--- config.mk ---
export PLATFORM = sky130hd
export DESIGN_NAME = function_plotter_flat
export DESIGN_NICKNAME = d
export VERILOG_FILES = /design/src/rtl/function_plotter_if.sv /design/src/rtl/function_plotter.sv /design/src/flat_wrapper.sv
export SDC_FILE = /design/constraint.sdc
export NUM_CORES = 1
export LEC_CHECK = 0
export ABC_AREA = 1
export BUFFER_PORTS_ARGS = -buffer_cell sky130_fd_sc_hd__buf_4
export CAP_MARGIN = 20
export CORE_ASPECT_RATIO = 1.4
export CORE_MARGIN = 4
export CORE_UTILIZATION = 40
export DETAILED_ROUTE_END_ITERATION = 7
export GPL_TIMING_DRIVEN = 0
export HOLD_SLACK_MARGIN = 0.15
export SLEW_MARGIN = 20
export SYNTH_ARGS = -nofsm -noshare
export SYNTH_HDL_FRONTEND = slang
export SYNTH_SLANG_ARGS = --single-unit
export TNS_END_PERCENT = 50
--- constraint.sdc ---
create_clock -name clk -period 2 [get_ports clk]
set_input_delay 0.6 -clock clk [delete_from_list [all_inputs] [get_ports clk]]
set_output_delay 0.6 -clock clk [all_outputs]
set_load 0.03 [all_outputs]
--- src/rtl/function_plotter_if.sv ---
// Pixel write channel from the plotter to the VGA adapter (valid/ready).
interface function_plotter_if;
    logic       plot;
    logic       plot_ready;
    logic [7:0] plot_x;
    logic [7:0] plot_y;
    logic [2:0] plot_colour;

    modport master (output plot, plot_x, plot_y, plot_colour, input plot_ready);
    modport slave  (input plot, plot_x, plot_y, plot_colour, output plot_ready);
endinterface

--- src/rtl/function_plotter.sv ---
// Sweeps x across the plot range, samples the generator's row for each column and
// emits pixel writes, filling vertically between consecutive in-bounds samples.
module function_plotter #(
    parameter int X_MIN         = -80,
    parameter int X_MAX         = 79,
    parameter int SETTLE_CYCLES = 2,
    parameter int CONNECT       = 1
) (
    input  logic               clk,
    input  logic               reset,
    input  logic               start,
    input  logic [2:0]         degree,
    input  logic [2:0]         colour_in,
    input  logic [7:0]         y_in,
    input  logic               oob_in,
    output logic signed [7:0]  x_val,
    output logic [2:0]         calculate,
    output logic               busy,
    output logic               done,
    function_plotter_if.master pix
);

    typedef enum logic [2:0] {IDLE, SETTLE, SAMPLE, DRAW, NEXT, DONE} state_t;

    localparam int CNT_W = (SETTLE_CYCLES > 1) ? $clog2(SETTLE_CYCLES) : 1;
    localparam logic [CNT_W-1:0] SETTLE_LAST = CNT_W'(SETTLE_CYCLES - 1);
    localparam logic signed [7:0] X_FIRST = 8'(X_MIN);
    localparam logic signed [7:0] X_LAST  = 8'(X_MAX);

    state_t           state;
    state_t           state_next;
    logic [CNT_W-1:0] settle_cnt;
    logic [7:0]       row;
    logic [7:0]       row_hi;
    logic [7:0]       cur_y;
    logic [7:0]       prev_y;
    logic             prev_valid;
    logic [2:0]       colour;
    logic [7:0]       samp_lo;
    logic [7:0]       samp_hi;
    logic             accept;

    assign pix.plot        = (state == DRAW);
    assign pix.plot_x      = x_val - X_FIRST;
    assign pix.plot_y      = row;
    assign pix.plot_colour = colour;
    assign done            = (state == DONE);
    assign accept          = pix.plot && pix.plot_ready;

    // Span of rows for this column: from the previous sample to the new one when connecting.
    always_comb begin
        samp_lo = y_in;
        samp_hi = y_in;
        if (CONNECT != 0 && prev_valid) begin
            if (prev_y < y_in) samp_lo = prev_y;
            else               samp_hi = prev_y;
        end
    end

    always_comb begin
        state_next = state;
        case (state)
            IDLE:    if (start) state_next = SETTLE;
            SETTLE:  if (settle_cnt == SETTLE_LAST) state_next = SAMPLE;
            SAMPLE:  state_next = oob_in ? NEXT : DRAW;
            DRAW:    if (accept && row == row_hi) state_next = NEXT;
            NEXT:    state_next = (x_val == X_LAST) ? DONE : SETTLE;
            DONE:    state_next = IDLE;
            default: state_next = IDLE;
        endcase
    end

    always_ff @(posedge clk or negedge reset) begin
        if (!reset) state <= IDLE;
        else        state <= state_next;
    end

    // Datapath; every field stays put while a pixel is stalled by the adapter.
    always_ff @(posedge clk or negedge reset) begin
        if (!reset) begin
            x_val      <= X_FIRST;
            calculate  <= '0;
            colour     <= '0;
            busy       <= 1'b0;
            settle_cnt <= '0;
            row        <= '0;
            row_hi     <= '0;
            cur_y      <= '0;
            prev_y     <= '0;
            prev_valid <= 1'b0;
        end else begin
            case (state)
                IDLE: begin
                    if (start) begin
                        calculate  <= degree;
                        colour     <= colour_in;
                        x_val      <= X_FIRST;
                        prev_valid <= 1'b0;
                        busy       <= 1'b1;
                        settle_cnt <= '0;
                    end
                end
                SETTLE: settle_cnt <= settle_cnt + 1'b1;
                SAMPLE: begin
                    cur_y <= y_in;
                    if (oob_in) begin
                        prev_valid <= 1'b0;
                    end else begin
                        row    <= samp_lo;
                        row_hi <= samp_hi;
                    end
                end
                DRAW: begin
                    if (accept) begin
                        if (row == row_hi) begin
                            prev_y     <= cur_y;
                            prev_valid <= 1'b1;
                        end else begin
                            row <= row + 8'd1;
                        end
                    end
                end
                NEXT: begin
                    if (x_val != X_LAST) begin
                        x_val      <= x_val + 8'sd1;
                        settle_cnt <= '0;
                    end
                end
                DONE:    busy <= 1'b0;
                default: ;
            endcase
        end
    end

endmodule

--- src/flat_wrapper.sv ---
// flat-port wrapper written by rule: the top's interface ports become plain ports
module function_plotter_flat 
#(
    parameter int X_MIN         = -80,
    parameter int X_MAX         = 79,
    parameter int SETTLE_CYCLES = 2,
    parameter int CONNECT       = 1
)
  (clk, reset, start, degree, colour_in, y_in, oob_in, x_val, calculate, busy, done, pix_plot, pix_plot_x, pix_plot_y, pix_plot_colour, pix_plot_ready);
  function_plotter_if pix_i ();
  input  logic clk;
  input  logic reset;
  input  logic start;
  input  logic [2:0] degree;
  input  logic [2:0] colour_in;
  input  logic [7:0] y_in;
  input  logic oob_in;
  output logic signed [7:0] x_val;
  output logic [2:0] calculate;
  output logic busy;
  output logic done;
  output wire logic [$bits(pix_i.plot)-1:0] pix_plot;
  output wire logic [$bits(pix_i.plot_x)-1:0] pix_plot_x;
  output wire logic [$bits(pix_i.plot_y)-1:0] pix_plot_y;
  output wire logic [$bits(pix_i.plot_colour)-1:0] pix_plot_colour;
  input wire logic [$bits(pix_i.plot_ready)-1:0] pix_plot_ready;
  assign pix_plot = pix_i.plot;
  assign pix_plot_x = pix_i.plot_x;
  assign pix_plot_y = pix_i.plot_y;
  assign pix_plot_colour = pix_i.plot_colour;
  assign pix_i.plot_ready = pix_plot_ready;
  function_plotter #(.X_MIN(X_MIN), .X_MAX(X_MAX), .SETTLE_CYCLES(SETTLE_CYCLES), .CONNECT(CONNECT)) u_core (.clk(clk), .reset(reset), .start(start), .degree(degree), .colour_in(colour_in), .y_in(y_in), .oob_in(oob_in), .x_val(x_val), .calculate(calculate), .busy(busy), .done(done), .pix(pix_i));
endmodule
[Word-level counts from Yosys, hierarchy flattened]
Index checks and enable logic that the tools add are counted.
Cells by class
  $lt $le $gt $ge: 1
  reductions and logical operators: 17
  bitwise gates (word level): 1
  muxes and demuxes: 26
  equality and inequality tests: 17
  add/sub/neg operators: 4
Operator list (number)
  two-way mux 8 bit: 9
  one-hot mux 8 bit (2 select lines): 2
  two-way mux 3 bit: 5
  one-hot mux 3 bit (5 select lines): 1
  != test 2 bit (second input constant): 7
  AND reduction 3 bit: 4
  adder 8 x 1 -> 8 bit (second input constant): 1
  adder 8 x 2 -> 8 bit (second input constant): 1
  equality test 8 bit: 1
  equality test 8 bit (second input constant): 1
  < comparator 8 bit: 1
  != test 8 bit (second input constant): 1
  subtractor 8 bit (second input constant): 1
  equality test 3 x 2 -> 1 bit (second input constant): 2
  equality test 3 bit (second input constant): 2
  two-way mux 1 bit: 6
  one-hot mux 1 bit (3 select lines): 2
  AND reduction 2 bit: 3
  nonzero test 2 bit: 3
  nonzero test 3 bit: 2
  AND reduction 5 bit: 1
  != test 2 x 1 -> 1 bit (second input constant): 2
  AND reduction 4 bit: 1
  equality test 3 x 1 -> 1 bit (second input constant): 1
  5 further kinds: 6
Storage, ports and cells
  bits of input ports: 19
  register bits after elaboration: 52
  word-level logic and storage cells: 77
  output and inout port bits: 33

[Longest topological paths before layout]
  depth in word-level cells: 5
  depth in mapped cells: 12
  mapped depth without buffers: 12

[Least setup slack after synthesis]
No wires, ideal clock.
  path kind: register to output
  start: register u_core.x_val[4]
  end: output pix_plot_x[5]
  path slack: 45 ps
  path buffers: 0
  stages on the path, launching flop included: 3
  data required time: 1400 ps
  arrival: 1355 ps
  cells stage by stage: dfstp_2 -> inv_1 -> ha_1
Between the ends
  cells in the longest elaborated chain, start to end: 1
RTL lines
  start, declared: RTL line function_plotter.sv:16  | output logic signed [7:0] x_val,
  start signal, assigned: RTL line function_plotter.sv:125  | x_val <= x_val + 8'sd1;
  subtractor 8 bit: RTL line function_plotter.sv:44  | assign pix.plot_x = x_val - X_FIRST;
  end, declared: RTL line flat_wrapper.sv:23  | output wire logic [$bits(pix_i.plot_x)-1:0] pix_plot_x;
Every way passes these cells.

[Worst setup path after layout]
  start: register u_core.x_val[5]
  end: output pix_plot_x[5]
The elaborated chain is that of the path after synthesis.

==> results.md <==
* Initial antenna violation count at 0
* Avg Inst Size Synth at 7.80 µm²
* Pwr Density at 1310 nW/µm²
* Crit-path slowest cell: dfstp_2
* Iter 0 DRT Violations at 161
* Io pins at 52
* Area Growth Syn to Fin at 22.6%
* DR WL/cell at 13.5 µm
* Synth unique cells at 33
* Largest net degree at the start of global routing at 53
* WS Path Type: register to output port
* Critical path buffers and inverters at 2
* Psw at 2.24 mW
* Routability cong. at 0.887
* Final worst slack at -0.0115 ns
* Failing checks: setup timing
* Number of buffers created by CTS at 5
* Worst-case vdd ir drop at 0.000527 V
* CTS Sinks at 52
* Layout Nets at 476
* Core Footprint at 7360 µm²
* Initial Utilization at 40.9%
* Post-synth top cells: nand2_1, dfrtp_1, inv_1, o21ai_0, a21oi_1
* Leak at 1.88 nW
* Diodes inserted at 0
* Slowest stage delay, CP at 0.60 ns
* Crit end category: output port
* Mapped cell area at 3010 µm²
* Vias in the first global route at 2543
* Int Pwr at 2.61 mW
* GRT Total Usage at 16.8%
* R2R Setup Slk at 0.19 ns
* Clk Latency, worst-skew pair at 0.30 ns
* Hold Fails Final Rpt at 0
* Clock network power share at 12.9%
* TritonCTS clock tree: built
* Hold WC Path Type: input port to async pin
* Final Skew at 0.00476 ns
* First-pass GRT wire length at 12100 µm
* Highest Clock Rate at 497 MHz
* Layout cell share with drive strength beyond 1 at 22.4%
* Crit path max fanout at 5
* Worst path cell trace: inv_1 > ha_4 > buf_6
* Std cell rows at 37
* RSZ-0062 raised after global routing: yes
* Final instance area at 3690 µm²
* Final wirelength at 7350 µm
* Share of the synthesized area in the top cell type at 40.7%
* Top_reg_cell synth: dfrtp_1
* Top-count cell post-synth: nand2_1
* Max-slew headroom at 55.0%
* Vias at 2640
* Minimum clock period at 2.01 ns
* Root buf cell: clkbuf_8
* Detailed-placement wirelength estimate at 5550 µm
* Die ar. at 9000 µm²
* Reg clk slew, reported paths at 0.09 ns
* Cell Area, Placed at 3520 µm²
* Kind of start point of the critical path: register
* Sequential element share of the synthesized area at 43.3%
* Worst EP required at 1.40 ns
* Outcome: finished, violations left
* PortBufs at 51
* RR Startpoint: u_core.x_val[5]
* Die extent in y at 111 µm
* #FFs+latches synth at 52
* CTS max path bufs at 2
* Critical Path AT at 1.41 ns
* Ys Warns at 0
* H-Tree Depth at 2
* Max Slew Vio Count at 0
* Initial DRT Pass Iterations at 4
* Post-synth EDFFs at 0
* Sw frac at 46.2%
* Sequential Power Share at 36.8%
* Synthesized net count at 416
* Drt drc at 0
* Dominant cells by area after synthesis: dfrtp_1, nand2_1, o21ai_0, a21oi_1, inv_1
* Final setup viols at 1
* Worst hold margin at 0.323 ns
* Vias per cell at 4.85
* Leading area contributor after synthesis: dfrtp_1
* Maxcap violations at 0
* Post-synth ARST share at 100%
* Cell family with most CP delay: flip-flops
* Gate count after technology mapping at 386
* Combinational cell fraction of total power at 50.3%
* Period utilization at 101%
* Grt ovf at 0
* Slew @ Worst Pin at 0.675 ns
* Final ANT Viol Nets at 0
* Die W at 81.3 µm
* Crit path launch: u_core.x_val[5]
## layout by cell type (no fill, tap or decap), drive strengths merged, types with 2 or more instances in the layout
cell type	instances
nor4	2
nor3	4
nand4	11
dfrtp	49
xnor2	8
ha	11
a21oi	35
nor2	35
clkbuf	11
buf	62
nand2	100
inv	49
dfstp	3
nand3	16
o21ai	46
xor2	2
## repair_timing
item / in CTS / in global routing
hold buffers: 0 / 0
gates resized for setup: 4 / 12
endpoints found under the setup margin: 10 / 20
setup buffers: 1 / 1
## cell type report
type                       count  area (µm²)
fill                         744        3670
tap                           97         121
clock buffer                   8        90.1
buffer                        12        85.1
multi-input combinational    273        1500
timing repair buffer          53         409
sequential                    52        1310
inverter                      49         186
## routing by layer
metal	global-route usage, %	vias to the layer above	share of wire (%)
met5	0	-	0
met3	2.93	7	4.7
li1	-	1374	-
met1	20.5	1200	43
met4	4.96	0	1.4
met2	29.3	59	51
## kinds of logic after synthesis
family / Yosys count / synth area share, %
buf+inv: 61 / 8.93
compound gates: 84 / 14.2
fa+ha+maj: 11 / 4.57
xor+xnor: 10 / 2.91
simple gates: 168 / 26.1
flops: 52 / 43.3
## sequential cells by signal, indices dropped and copies added, names as in the netlist
signal                  count
u_core.cur_y                8
u_core.pix.plot_y           8
u_core.prev_y               8
u_core.row_hi               8
u_core.x_val                8
u_core.calculate            3
u_core.pix.plot_colour      3
u_core.state                3
u_core.busy                 1
u_core.prev_valid           1
u_core.settle_cnt           1
## worst paths after layout
path                                        endpoint  cells after the start
setup reg to reg                     u_core.x_val[5]                     11
hold / removal                       u_core.x_val[1]                      1
setup / recovery                       pix_plot_x[5]                      3
min in group clk           u_core.pix.plot_colour[0]                      2
hold reg to reg            u_core.pix.plot_colour[0]                      2
max in group asynchronous           u_core.prev_y[0]                      1
## through the flow
stage / setup TNS (ns) / worst slack, ns / utilization [%] / total power [mW] / instances
after detailed placement: -4.69 / -0.347 / 47.8 / 4.25 / 534
after global placement: -4.30 / -0.320 / 47.8 / 4.19 / 534
after floorplan: 0 / 0.0449 / - / 3.48 / 386
final: -0.0115 / -0.0115 / 50.2 / 4.85 / 544
after CTS: -0.0458 / -0.0292 / 49.2 / 4.89 / 543
after global routing: -0.141 / -0.0686 / 50.2 / 5.29 / 544
## power by group through the flow
stage / logic, mW / registers (mW) / clock network [mW]
6_report: 2.44 / 1.79 / 0.625
5_1_grt: 2.75 / 1.84 / 0.699
4_1_cts: 2.45 / 1.78 / 0.658
3_5_place_dp: 2.44 / 1.80 / 0
3_3_place_gp: 2.40 / 1.79 / 0
2_1_floorplan: 1.42 / 2.06 / 0
(Power assumes the default switching activity.)
